===== src/rtl/aes_spi_pkg.sv =====
// aes_spi_pkg: shared types and constants for the AES SPI scheduler
// Contents: scheduler FSM state enum, default block width, owner encoding.
package aes_spi_pkg;
   localparam int DATA_W_DEF = 128;
   localparam logic OWN_ENC = 1'b0;
   localparam logic OWN_DEC = 1'b1;
   typedef enum logic [2:0] {IDLE, SHIFT_OUT, WAIT, SHIFT_IN, DONE} state_t;
endpackage


===== src/rtl/rr_arbiter2.sv =====
// rr_arbiter2: two-way round-robin arbiter with a registered priority pointer
// Ports: clk_divided/rst (async, active-high) clock and reset; i_req[1:0] requests
// (bit 0 encrypt, bit 1 decrypt); i_accept grant-taken strobe; o_gnt[1:0] one-hot grant.
module rr_arbiter2 import aes_spi_pkg::*; (
   input  logic       clk_divided,
   input  logic       rst,
   input  logic [1:0] i_req,
   input  logic       i_accept,
   output logic [1:0] o_gnt
);
   logic r_ptr;
   // r_ptr names the side that wins a tie
   always_comb o_gnt = {i_req[1] & (r_ptr | ~i_req[0]), i_req[0] & (~r_ptr | ~i_req[1])};
   // after a grant the tie goes to the side that was not just served
   always_ff @(posedge clk_divided or posedge rst)
      if (rst) r_ptr <= OWN_ENC;
      else if (i_accept) r_ptr <= o_gnt[1] ? OWN_ENC : OWN_DEC;
endmodule


===== src/rtl/aes_spi_scheduler.sv =====
// aes_spi_scheduler: arbitrates encrypt/decrypt requesters onto one SPI link to the Cipher/InvCipher slaves
// Ports: clk_divided/rst (async, active-high); i_enc_req/i_enc_din/o_enc_ack and i_dec_req/i_dec_din/o_dec_ack
// requester handshakes; o_dout result register; o_cs_enc/o_cs_dec slave selects; o_mosi/i_miso serial data;
// i_slave_done slave completion; o_busy not idle; o_err sticky WAIT timeout (only with AES_SPI_SCHED_TIMEOUT_EN).
module aes_spi_scheduler import aes_spi_pkg::*; #(
   parameter int DATA_W = DATA_W_DEF,
   parameter int CNT_W = $clog2(DATA_W)
`ifdef AES_SPI_SCHED_TIMEOUT_EN
   , parameter int TIMEOUT_CYCLES = 1024
`endif
) (
   input  logic              clk_divided,
   input  logic              rst,
   input  logic              i_enc_req,
   input  logic [DATA_W-1:0] i_enc_din,
   output logic              o_enc_ack,
   input  logic              i_dec_req,
   input  logic [DATA_W-1:0] i_dec_din,
   output logic              o_dec_ack,
   output logic [DATA_W-1:0] o_dout,
   output logic              o_cs_enc,
   output logic              o_cs_dec,
   output logic              o_mosi,
   input  logic              i_miso,
   input  logic              i_slave_done,
   output logic              o_busy
`ifdef AES_SPI_SCHED_TIMEOUT_EN
   , output logic            o_err
`endif
);
   state_t            r_state;
   logic [DATA_W-1:0] r_sr;
   logic [DATA_W-1:0] r_dout;
   logic [CNT_W-1:0]  r_cnt;
   logic              r_own;
   logic              r_cs_enc;
   logic              r_cs_dec;
   logic              r_enc_ack;
   logic              r_dec_ack;
   logic [1:0]        w_gnt;
   logic              w_accept;
`ifdef AES_SPI_SCHED_TIMEOUT_EN
   localparam int TO_W = $clog2(TIMEOUT_CYCLES + 1);
   logic [TO_W-1:0]   r_tcnt;
   logic              r_err;
   assign o_err = r_err;
`endif
   assign w_accept  = (r_state == IDLE) & (|w_gnt);
   assign o_busy    = r_state != IDLE;
   assign o_mosi    = (r_state == SHIFT_OUT) & r_sr[DATA_W-1];
   assign o_dout    = r_dout;
   assign o_cs_enc  = r_cs_enc;
   assign o_cs_dec  = r_cs_dec;
   assign o_enc_ack = r_enc_ack;
   assign o_dec_ack = r_dec_ack;
   rr_arbiter2 u_arb (
      .clk_divided(clk_divided),
      .rst        (rst),
      .i_req      ({i_dec_req, i_enc_req}),
      .i_accept   (w_accept),
      .o_gnt      (w_gnt)
   );
   always_ff @(posedge clk_divided or posedge rst)
      if (rst) begin
         r_state   <= IDLE;
         r_sr      <= '0;
         r_dout    <= '0;
         r_cnt     <= '0;
         r_own     <= OWN_ENC;
         r_cs_enc  <= 1'b0;
         r_cs_dec  <= 1'b0;
         r_enc_ack <= 1'b0;
         r_dec_ack <= 1'b0;
`ifdef AES_SPI_SCHED_TIMEOUT_EN
         r_tcnt    <= '0;
         r_err     <= 1'b0;
`endif
      end else begin
         r_enc_ack <= 1'b0;
         r_dec_ack <= 1'b0;
         case (r_state)
            IDLE:
               if (|w_gnt) begin
                  r_own    <= w_gnt[1] ? OWN_DEC : OWN_ENC;
                  r_sr     <= w_gnt[1] ? i_dec_din : i_enc_din;
                  r_cnt    <= CNT_W'(DATA_W - 1);
                  r_cs_enc <= w_gnt[0];
                  r_cs_dec <= w_gnt[1];
                  r_state  <= SHIFT_OUT;
`ifdef AES_SPI_SCHED_TIMEOUT_EN
                  r_tcnt   <= '0;
                  r_err    <= 1'b0;
`endif
               end
            SHIFT_OUT: begin
               r_sr  <= r_sr << 1;
               r_cnt <= r_cnt - 1'b1;
               if (r_cnt == '0) r_state <= WAIT;
            end
            WAIT:
               if (i_slave_done) begin
                  r_cnt   <= CNT_W'(DATA_W - 1);
                  r_state <= SHIFT_IN;
               end
`ifdef AES_SPI_SCHED_TIMEOUT_EN
               // abandon the transaction: no ack and the previous result stays in dout
               else if (r_tcnt == TO_W'(TIMEOUT_CYCLES - 1)) begin
                  r_cs_enc <= 1'b0;
                  r_cs_dec <= 1'b0;
                  r_err    <= 1'b1;
                  r_state  <= IDLE;
               end else r_tcnt <= r_tcnt + 1'b1;
`endif
            SHIFT_IN: begin
               r_sr  <= {r_sr[DATA_W-2:0], i_miso};
               r_cnt <= r_cnt - 1'b1;
               if (r_cnt == '0) r_state <= DONE;
            end
            DONE: begin
               r_dout    <= r_sr;
               r_enc_ack <= r_own == OWN_ENC;
               r_dec_ack <= r_own == OWN_DEC;
               r_cs_enc  <= 1'b0;
               r_cs_dec  <= 1'b0;
               r_state   <= IDLE;
            end
            default: r_state <= IDLE;
         endcase
      end
endmodule


===== config.mk =====
export PLATFORM = sky130hd
export DESIGN_NAME = aes_spi_scheduler
export DESIGN_NICKNAME = d
export VERILOG_FILES = /design/src/rtl/aes_spi_pkg.sv /design/src/rtl/rr_arbiter2.sv /design/src/rtl/aes_spi_scheduler.sv
export SDC_FILE = /design/constraint.sdc
export NUM_CORES = 1
export LEC_CHECK = 0
export ABC_AREA = 1
export ABC_CLOCK_PERIOD_IN_PS = 8380
export BUFFER_PORTS_ARGS = -buffer_cell sky130_fd_sc_hd__buf_2
export CAP_MARGIN = 10
export CORE_UTILIZATION = 48
export CTS_CLUSTER_DIAMETER = 100
export DETAILED_ROUTE_END_ITERATION = 8
export HOLD_SLACK_MARGIN = 0.08
export PLACE_DENSITY = 0.8
export SYNTH_ARGS = -nofsm -noshare
export SYNTH_HDL_FRONTEND = slang
export SYNTH_SLANG_ARGS = --single-unit
export TNS_END_PERCENT = 30

===== constraint.sdc =====
create_clock -name clk_divided -period 8.38 [get_ports clk_divided]
set_input_delay 1.257 -clock clk_divided [delete_from_list [all_inputs] [get_ports clk_divided]]
set_output_delay 1.257 -clock clk_divided [all_outputs]
set_load 0.01 [all_outputs]

==> results of run 1 <==
Yosys cell counts:
cell type	number	area share
nand3_1	147	0.051
buf_1	4	0.0010
inv_2	3	0.00078
nand4_1	1	0.00043
buf_6	1	0.00078
nor2_1	12	0.0031
o21bai_1	1	0.00052
nor3_1	1	0.00035
nand2_1	1070	0.28
inv_1	401	0.10
nand2_2	2	0.00087
buf_4	19	0.0099
a21oi_1	1	0.00035
nor2_2	3	0.0013
nand3b_1	1	0.00052
clkbuf_1	28	0.0073
o21ai_0	131	0.045
buf_2	60	0.021
ha_1	1	0.00087
or2_2	1	0.00043
dfrtp_1	272	0.47
worst paths after layout:
| check | start | slack [ns] | cells past startpoint | end |
|---|---|---|---|---|
| worst max-delay path | r_state[2] | 5.16 | 8 | r_sr[26] |
| worst min-delay path | r_own | 0.47 | 1 | o_enc_ack |
| worst max register to register | r_state[2] | 5.16 | 8 | r_sr[26] |
| worst min register to register | r_own | 0.47 | 1 | o_enc_ack |
| max in group asynchronous | rst | 5.98 | 4 | r_sr[57] |
| min in group asynchronous | rst | 1.03 | 3 | o_dout[35] |
cells by family after synthesis:
logic type | after synthesis | synth area share
buffers and inverters | 516 | 0.145
AO/OA/AOI/OAI | 133 | 0.0463
adder cells (fa/ha/maj) | 1 | 0.000867
AND/OR/NAND/NOR | 1238 | 0.336
flip-flops | 272 | 0.472
power groups by stage:
| stage | clock network, mW | registers (mW) | logic (mW) |
|---|---|---|---|
| after floorplan | 0 | 2.47 | 2.38 |
| after global placement | 0 | 2.39 | 3.30 |
| after detailed placement | 0 | 2.39 | 3.44 |
| after CTS | 1.26 | 2.39 | 3.44 |
| after global routing | 1.32 | 2.47 | 3.92 |
| final | 1.24 | 2.40 | 3.40 |
stage by stage:
| stage | setup slack [ns] | power, mW | hold WS [ns] | cells | utilization |
|---|---|---|---|---|---|
| floorplan | 3.53 | 4.85 | 0.426 | 2160 | - |
| global placement | 4.87 | 5.69 | 0.437 | 2845 | 0.556 |
| detailed placement | 4.78 | 5.83 | 0.453 | 2845 | 0.556 |
| CTS | 5.17 | 7.09 | 0.463 | 2896 | 0.586 |
| global route | 4.92 | 7.71 | 0.488 | 2896 | 0.586 |
| finish | 5.16 | 7.04 | 0.471 | 2896 | 0.586 |
sequential cells by signal (all words and copies together), names as in the netlist:
signal and flops:
u_arb.r_ptr 1, o_dout 128, o_dec_ack 1, r_sr 128, r_own 1, o_cs_enc 1, r_state 3, o_enc_ack 1
r_cnt 7, o_cs_dec 1
area by class of cell:
| cell class | count | share of cell area |
|---|---|---|
| Clock buffer | 39 | 0.0468 |
| Clock inverter | 12 | 0.00562 |
| Inverter | 404 | 0.0878 |
| Multi-Input combinational cell | 1372 | 0.320 |
| Sequential cell | 272 | 0.392 |
| Tap cell | 390 | 0.0281 |
| Timing Repair Buffer | 407 | 0.120 |
placed cells by master, fill, tap and decap left out, types with 2 or more instances in the layout:
cell type   count
nand2_1      1067
clkbuf_8        5
nand2_4         4
clkinv_2        8
nor2_1         12
clkinvlp_4      2
dfrtp_1       272
clkbuf_1        5
buf_4          11
buf_2         395
o21ai_0       131
clkbuf_16      29
nor2_2          2
inv_4           2
nand3_1       147
inv_1         400
metal layers:
metal	global-route usage	vias up	part of all wire	wire length, um
met2	0.405	504	0.46	17100
met3	0.0299	59	0.067	2500
met4	0.0601	0	0.022	804
met5	0	-	0	0
met1	0.329	6308	0.45	16800
li1	-	6957	-	-
==> impl_results.md, run 1 <==
* Status: finished, final reports clean
* Share of cells above drive strength 1 at 0.186
* RSZ-0062 raised after global routing: false
* Routed WL at 37,200 um
* Via count at 13,800
* Worst hold-check path type: register to register
* CTS Sinks at between 200 and 300
* Clock-pin transition on the worst setup and hold timing paths at 0.06 ns
* Multi-input combinational cell area at around 0.0056 sq mm
* Clk_lat worst skew at 0.54 ns
* Seq/Total Area, Yosys at 0.472
* DRC Markers at 0
* Switch share at 0.453
* Drt via density at 4.77
* Crit-path max cell delay at about 0.95 ns
* Wire length of the first global-routing pass at 60,900 um
* Least-Margin Pin Slew at 1.15 ns
* Startpoint Class: register
* Vias in the first global route at ~13,000
* Initial antenna violation count at 0
* 1st-iter DRT viols at between 1,000 and 1,500
* Starting Density at 0.487
* Register Area at about 0.0068 sq mm
* Power Density at 405 mW/mm^2
* RD Place Congestion at approximately 0.84
* Period utilization at 0.385
* Hold Vio Cnt, Final at 0
* P&R area growth vs syn at 20.4%
* Die H at about 180 um
* Setup CP Type: register to register
* Iteration count of the initial detailed-routing pass at 5
* Post-DP HPWL at between 20,000 and 30,000 um
* VDD IR-drop max at 0.260 mV
* Syn_area_per_cell at 6.68 sq um
* #FFs+latches synth at 272
* H-tree levels at 1
* Pin count of the biggest net entering global routing at 149
* CTS tree: built
* Switching Power at 3.19 mW
* Clock buffer count from CTS at 29
* Post-route ant nets at 0
* Logic pwr share at 0.484
* YS warnings at 0
* Fin crit period at 3.22 ns
* CP required at between 8 and 9 ns
* Syn Nets at 2,423
* Die ar. at 0.0308 sq mm
* Slowest CP cell: buf_4
* Ports at 396
* Clk pwr share at 0.176
* Final clock skew at 0.00830 ns
* Setup_tns at 0 ns
* Port Buf Inserts at 395
* Leakage at 11.1 nW
* Antenna diodes at 0
* Worst Path Buf+Inv at 3
* Synth unique cells at 21
* Clock tree buffer depth at 3
* Final setup fails at 0
* Cells after synthesis at 2,160
* Sequential share of power at 0.341
* Clk root buf: clkbuf_16
* Gr usage total at 0.240
* Fmax at 310 MHz
* Family with the most delay on the worst path: buffers and inverters
* Cell Rows at 63
* Setup crit end kind: register
* Core area at 0.0296 sq mm
* Crit path cell chain: inv_2 > nand3_1 > nand2_4 > inv_4 > buf_4 > nand2_1 > nand3_1 > nand2_1
* Overflow left after global routing at 0
* Slew Viols, Final at 0
* Number of post-CTS setup repair buffers at 0
* CP Max Fanout at 98
* Placed instance area at 0.0165 sq mm
* Crit path arrival time at 3.65 ns
* Post-CTS Hold Buffers at 0
* Slew HR at 0.233
* Mapped cell area at ~0.014 sq mm
* Max-cap violation count at 0
* Finished Cell Area at 0.0174 sq mm
* Fill cells at 2,734
* Die extent in x at 175 um
* Post-CTS sizing at 0
* NumNets Final at 2,749
* Internal at 3.85 mW
* Routed length per instance at 12.8 um
(Power assumes the default switching activity.)
==> inputs of run 2 (changes only) <==
--- a/config.mk
+++ b/config.mk
@@ -6,10 +6,10 @@
 export NUM_CORES = 1
 export LEC_CHECK = 0
 export ABC_AREA = 1
-export ABC_CLOCK_PERIOD_IN_PS = 8380
+export ABC_CLOCK_PERIOD_IN_PS = 3360
 export BUFFER_PORTS_ARGS = -buffer_cell sky130_fd_sc_hd__buf_2
 export CAP_MARGIN = 10
-export CORE_UTILIZATION = 48
+export CORE_UTILIZATION = 50
 export CTS_CLUSTER_DIAMETER = 100
 export DETAILED_ROUTE_END_ITERATION = 8
 export HOLD_SLACK_MARGIN = 0.08
==> constraint.sdc (replaced) <==
create_clock -name clk_divided -period 3.36 [get_ports clk_divided]
set_input_delay 0.504 -clock clk_divided [delete_from_list [all_inputs] [get_ports clk_divided]]
set_output_delay 0.504 -clock clk_divided [all_outputs]
set_load 0.01 [all_outputs]
==> impl_results.md, run 2 (same netlist as run 1, synthesis figures left out) <==
* Pre-CTS setup slack at 1.15 ns (-3.63 ns)
* Port Buf Inserts at 395 (unchanged)
* Worst hold-check path type: primary input to asynchronous set/reset pin
* Slowest CP cell: dfrtp_1
* Drt via density at 4.82 (+0.86%)
* Max-cap violation count at 0 (unchanged)
* Routed WL at 38,700 um (+4.0%)
* Clk root buf: clkbuf_16
* P&R area growth vs syn at 22.3%
* Vias in the first global route at 12,700 (+0.055%)
* Crit path cell chain: inv_2 > nand3_1 > nand2_4 > inv_4 > buf_12 > nand2_1 > nand3_1 > nand2_1
* Die extent in x at 172 um (-2.0%)
* Overflow left after global routing at 0 (unchanged)
* Setup crit end kind: register
* Starting Density at 0.514 (+0.0269)
* Initial antenna violation count at 0 (unchanged)
* CP required at 3.80 ns (-5.00 ns)
* NumNets Final at 2,759 (+0.36%)
* Commonest non-fill, non-tap cell in the layout: nand2_1
* Clk_lat worst skew at 0.54 ns (about the same)
* Switch share at 0.448 (-0.00451)
* Share of cells above drive strength 1 at 0.191 (+0.00547)
* Gr usage total at 0.256 (+0.0160)
* CTS tree: built
* Setup CP Type: register to register
* Antenna diodes at 0 (unchanged)
* RD Place Congestion at 0.883 (+4.8%)
* VDD IR-drop max at 0.711 mV (+170%)
* Hold Vio Cnt, Final at 0 (unchanged)
* DRC Markers at 0 (unchanged)
* Switching Power at 8.09 mW (+150%)
* Post-CTS Hold Buffers at 0 (unchanged)
* Final WS setup at 1.12 ns (-4.03 ns)
* Pin count of the biggest net entering global routing at 129 (-13%)
* CP Max Fanout at 79 (-19%)
* Cell Rows at 61 (-3.2%)
* H-tree levels at 1 (unchanged)
* Crit path arrival time at 2.67 ns (-0.98 ns)
* Final clock skew at 0.00947 ns (+0.00117 ns)
* Post-route ant nets at 0 (unchanged)
* Core Util, Final at 0.628 (+0.0420)
* Clock buffer count from CTS at 29 (unchanged)
* Power Density at 1020 mW/mm^2 (+150%)
* Placed instance area at 0.0166 sq mm (+1.0%)
* Period utilization at 0.666 (+0.281)
* WHS at 0.132 ns (-0.339 ns)
* Clock tree buffer depth at 3 (unchanged)
* Finished Cell Area at 0.0176 sq mm (+1.6%)
* Iteration count of the initial detailed-routing pass at 6 (+1)
* Final setup fails at 0 (unchanged)
* CTS Sinks at 272 (unchanged)
* 1st-iter DRT viols at 1,055 (+4.8%)
* Number of post-CTS setup repair buffers at 0 (unchanged)
* RSZ-0062 raised after global routing: false
* Crit-path max cell delay at 0.45 ns (-0.50 ns)
* Logic pwr share at 0.480 (-0.004)
* Most frequent cells in the layout: 1,067 x nand2_1, 400 x inv_1, 395 x buf_2
* Ports at 396 (unchanged)
* Post-CTS sizing at 0 (unchanged)
* Fin crit period at 2.24 ns (-0.988 ns)
* Clock-pin transition on the worst setup and hold timing paths at 0.07 ns (about the same)
* Startpoint Class: register
* Slew Viols, Final at 0 (unchanged)
* Clk pwr share at 0.186 (+0.010)
* Post-DP HPWL at 26,500 um (+5.8%)
* Least-Margin Pin Slew at 0.871 ns (-0.279 ns)
* Core area at 0.0281 sq mm (-5.2%)
* Leakage at 11.3 nW (+1.2%)
* Fmax at 447 MHz (+44%)
* Die ar. at 0.0295 sq mm (-4.0%)
* Die H at 172 um (-2.0%)
* Via count at 13,900 (+0.86%)
* Slew HR at 0.418 (+0.185)
* Sequential share of power at 0.334 (-0.007)
* Status: finished, final reports clean
* Internal at 9.95 mW (+160%)
* Wire length of the first global-routing pass at 60,800 um (-0.12%)
* Routed length per instance at 13.3 um (+4.0%)
==> run 2: final timing paths <==
check,slack [ns],start,depth (start not counted),endpoint
setup reg to reg,1.12,r_state[2],8,r_sr[111]
hold reg to reg,0.46,r_own,1,o_enc_ack
hold / removal,0.13,rst,2,o_dout[32]
min in group clk_divided,0.28,i_miso,5,r_sr[0]
setup / recovery,1.12,r_state[2],8,r_sr[111]
max in group asynchronous,2.33,rst,3,o_dout[13]
==> run 2: power by group through the flow <==
stage                     Combinational [mW]  Clock [mW]  Sequential (mW)
after floorplan                         5.93           0             6.16
after global placement                  8.34           0             5.98
after detailed placement                8.66           0             6.00
after CTS                               8.71        3.41             6.00
after global routing                    9.88        3.55             6.19
final                                   8.66        3.35             6.02
==> run 2: per-stage QoR <==
step                      TNS, ns  power [mW]  std cells
after CTS                       0        18.1       2896
after global placement          0        14.3       2843
after detailed placement        0        14.7       2843
final                           0        18.0       2896
after floorplan           -201.12        12.1       2160
after global routing            0        19.6       2896
==> run 2: worst max-delay path, delay by kind of cell (launching register included) <==
family	cells	cell delay, ns
simple gates	5	0.66
flops	1	0.45
buf+inv	3	0.88
==> run 2: per-layer routing <==
| metal | wire length [um] | track usage |
|---|---|---|
| met1 | 16800 | 0.333 |
| met2 | 18100 | 0.438 |
| met3 | 2600 | 0.0352 |
| met4 | 1240 | 0.0881 |
| met5 | 0 | 0 |
==> run 2: cell type report <==
cell class,instances,area (sq um)
Fill cell,2544,10400
Sequential cell,272,6810
Multi-Input combinational cell,1372,5570
Timing Repair Buffer,417,2270
Inverter,404,1530
Clock buffer,36,812
Tap cell,378,473
Clock inverter,17,196
==> inputs of run 3 (changes only) <==
--- a/config.mk
+++ b/config.mk
@@ -5,15 +5,15 @@
 export SDC_FILE = /design/constraint.sdc
 export NUM_CORES = 1
 export LEC_CHECK = 0
-export ABC_AREA = 1
-export ABC_CLOCK_PERIOD_IN_PS = 3360
+export ABC_AREA = 0
+export ABC_CLOCK_PERIOD_IN_PS = 2250
 export BUFFER_PORTS_ARGS = -buffer_cell sky130_fd_sc_hd__buf_2
 export CAP_MARGIN = 10
 export CORE_UTILIZATION = 50
 export CTS_CLUSTER_DIAMETER = 100
 export DETAILED_ROUTE_END_ITERATION = 8
 export HOLD_SLACK_MARGIN = 0.08
-export PLACE_DENSITY = 0.8
+export PLACE_DENSITY = 0.82
 export SYNTH_ARGS = -nofsm -noshare
 export SYNTH_HDL_FRONTEND = slang
 export SYNTH_SLANG_ARGS = --single-unit
==> constraint.sdc (replaced) <==
create_clock -name clk_divided -period 2.25 [get_ports clk_divided]
set_input_delay 0.3375 -clock clk_divided [delete_from_list [all_inputs] [get_ports clk_divided]]
set_output_delay 0.3375 -clock clk_divided [all_outputs]
set_load 0.01 [all_outputs]
==> impl_results.md, run 3 <==
* Mapped cell area at 0.0119 sq mm (-17%)
* Overflow left after global routing at 0 (unchanged)
* Crit path arrival time at 2.55 ns (-0.12 ns)
* Largest family of logic cells by synthesized area: compound AO/OA/AOI/OAI gates
* Power Density at 916 mW/mm^2 (-10%)
* Hold Vio Cnt, Final at 0 (unchanged)
* Compound-cell area share of the yosys netlist at 0.148 (+0.102)
* P&R area growth vs syn at 33.5%
* Die ar. at 0.0245 sq mm (-17%)
* RD Place Congestion at 0.839 (-5.0%)
* Cell Rows at 56 (-8.2%)
* Post-route ant nets at 0 (unchanged)
* Met1 wire length at 13,400 um (-20%)
* Status: finished, final reports clean
* Share of the synthesized area in the top cell type at 0.571 (+0.0989)
* Post-synth ARST share at 1.00 (unchanged)
* CP Max Fanout at 37 (-53%)
* Slew Viols, Final at 0 (unchanged)
* H-tree levels at 1 (unchanged)
* Gr usage total at 0.281 (+0.0250)
* Met3 routed wirelength at 2220 um (-15%)
* Slowest CP cell: dlygate4sd3_1
* R2r setup slk at 0.22 ns (-0.90 ns)
* WHS Path Cells at 3
* DRC Markers at 0 (unchanged)
* Placed instance area at 0.0144 sq mm (-13%)
* Setup CP Type: primary input to register
* Main synth FF type: dfrtp_1
* Hold Path End: r_sr[25]
* Finished Cell Area at 0.0159 sq mm (-9.7%)
* Register Area at 0.00681 sq mm (about the same)
* Via count at 10,700 (-23%)
* Wire length of the first global-routing pass at 54,300 um (-11%)
* Ports at 396 (unchanged)
* Routed length per instance at 17.6 um (+32%)
* Slew HR at 0.679 (+0.261)
* Starting Density at 0.510 (-0.00408)
* Final setup fails at 0 (unchanged)
* Post-DP HPWL at 22,700 um (-14%)
* Pin count of the biggest net entering global routing at 79 (-39%)
* Clk_lat worst skew at 0.53 ns (about the same)
* Post-synth top area cell: dfrtp_1
* VDD IR-drop max at 0.616 mV (-13%)
* Min-delay src: i_dec_din[25]
* #FFs+latches synth at 272 (unchanged)
* Multi-input combinational cell area at 0.00472 sq mm (-15%)
* Routed WL at 34,500 um (-11%)
* EDFF count, synth at 0 (unchanged)
* Commonest cells in the netlist: 390 x nand2_1, 272 x dfrtp_1, 128 x a22oi_1, 128 x mux2i_1, 110 x o21ai_1
* Most frequent cell after synthesis: nand2_1
* Top cell by count, worst path: dlygate4sd3_1
* Crit-path max cell delay at 0.58 ns (+0.13 ns)
* Post-synthesis adder-cell area fraction at 0.00105 (+0.000182)
* Syn Nets at 1,458 (-40%)
* Fmax at 468 MHz
* Reg2reg end: r_sr[72]
* Leakage at 8.94 nW (-21%)
* Most frequent cells in the layout: 395 x buf_2, 389 x nand2_1, 271 x dfrtp_1
* Synth top area cells: dfrtp_1 57%, nand2_1 12%, mux2i_1 11%, a22oi_1 8.1%, o21ai_1 4.6%
* Worst hold-check path type: primary input to register
* Die H at 156 um (-9.0%)
* NumNets Final at 1,881 (-32%)
* Final clock skew at 0.00601 ns (-0.00345 ns)
* 1st-iter DRT viols at 767 (-27%)
* CP required at 2.66 ns (-1.14 ns)
* Iteration count of the initial detailed-routing pass at 5 (-1)
* Die extent in x at 156 um (-9.0%)
* WL met2 at 17,600 um (-2.7%)
* CTS tree: built
* Number of post-CTS setup repair buffers at 0 (unchanged)
* Post-Synth Simple-Gate Area at 0.136 (-0.201)
* Share of cells above drive strength 1 at 0.298 (+0.106)
* Launch point of the worst reg-to-reg path: u_arb.r_ptr
* Clock buffer count from CTS at 28 (-3.4%)
* Port Buf Inserts at 395 (unchanged)
* Period utilization at 0.950
* Setup crit end kind: register
* Commonest non-fill, non-tap cell in the layout: buf_2
* Reg2Reg Depth at 5 (-3)
* Initial antenna violation count at 2 (+2)
* Placed Cells at 1,857 (-35%)
* Fill cells at 1,777 (-30%)
* Seq/Total Area, Yosys at 0.571 (+0.0989)
* Vias in the first global route at 10,700 (-16%)
* CTS Sinks at 272 (unchanged)
* Cells after synthesis at 1,195 (-45%)
* Clk root buf: clkbuf_16
* Syn_area_per_cell at 9.98 sq um (+49%)
* Max-cap violation count at 0 (unchanged)
* Crit path cell chain: dlygate4sd3_1 > buf_2 > inv_1 > o21ai_4 > buf_12 > mux2i_1 > dlygate4sd3_1 > o21ai_1
* RSZ-0062 raised after global routing: false
* Synth unique cells at 35 (+67%)
* Post-synthesis mux area share at 0.107 (+0.107)
* Core area at 0.0234 sq mm (-17%)
* YS warnings at 0 (unchanged)
* Final std cells w/o fill at 1,961 (-32%)
* Least-Margin Pin Slew at 0.481 ns (-0.390 ns)
* Fin crit period at between 2 and 2.5 ns
* DR top layer: met4
* Clock tree buffer depth at 3 (unchanged)
* Clock-pin transition on the worst setup and hold timing paths at 0.06 ns (about the same)
* Startpoint Class: primary input
* Drt via density at 5.47 (+14%)
* Xor and xnor area share after synthesis at 0 (unchanged)
==> run 3: kinds of logic (layout without fill, tap and decap cells) <==
logic type               count (synthesis)  count (layout)
AND/OR/NAND/NOR                        416             416
AO/OA/AOI/OAI                          283             283
flip-flops                             272             272
multiplexers                           128             128
buffers and inverters                   95             540
adder cells (fa/ha/maj)                  1               1
other                                    0               2
==> run 3: area by class of cell <==
| type | count | share of cell area |
|---|---|---|
| Antenna cell | 2 | 0.000314 |
| Sequential cell | 272 | 0.427 |
| Clock buffer | 44 | 0.0541 |
| Inverter | 7 | 0.00189 |
| Clock inverter | 8 | 0.00746 |
| Timing Repair Buffer | 481 | 0.187 |
| Multi-Input combinational cell | 828 | 0.296 |
| Tap cell | 319 | 0.0251 |
==> run 3: critical path, delay by kind of cell <==
kind	cells	cell delay (ns)
buffers and inverters	5	1.66
muxes	1	0.22
AOI/OAI and AO/OA	2	0.30
==> run 3: through the flow <==
stage	TNS (ns)	utilization	total power, mW	hold WS [ns]	setup WS (ns)
3_5_place_dp	0	0.617	9.65	0.386	0.425
5_1_grt	0	0.681	15.3	0.0835	0.0237
6_report	0	0.681	14.6	0.0905	0.113
4_1_cts	0	0.680	14.6	0.0803	0.0457
3_3_place_gp	0	0.617	9.49	0.379	0.454
2_1_floorplan	-457.75	-	8.67	0.419	-1.68
==> run 3: power by group <==
part,switching [mW],leakage (nW),total [mW],internal (mW)
Combinational,1.15,4.99,2.51,1.36
Sequential,1.12,3.47,7.22,6.10
Clock,1.90,0.485,4.86,2.96
Total,4.16,8.94,14.6,10.4
==> run 3: worst max-delay path by stage <==
stage                     from          to  slack (ns)
floorplan                  rst    o_cs_dec       -1.68
global placement      r_cnt[0]  r_state[1]        0.45
detailed placement    r_cnt[0]  r_state[1]        0.42
CTS                 r_state[2]      o_mosi        0.05
global route         i_enc_req   r_sr[107]        0.02
finish               i_enc_req    r_sr[72]        0.11
==> run 3: timing repair <==
item / CTS / global route
hold buffers: 50 / 0
endpoints found under the setup margin: 0 / 4
resized for setup: 0 / 2
endpoints found under the hold margin: 50 / 0
==> run 3: layer usage <==
metal / GRT usage / vias to the layer above
met5: 0 / -
met4: 0.122 / 0
met3: 0.0402 / 93
met2: 0.495 / 491
met1: 0.345 / 5172
li1: - / 4968
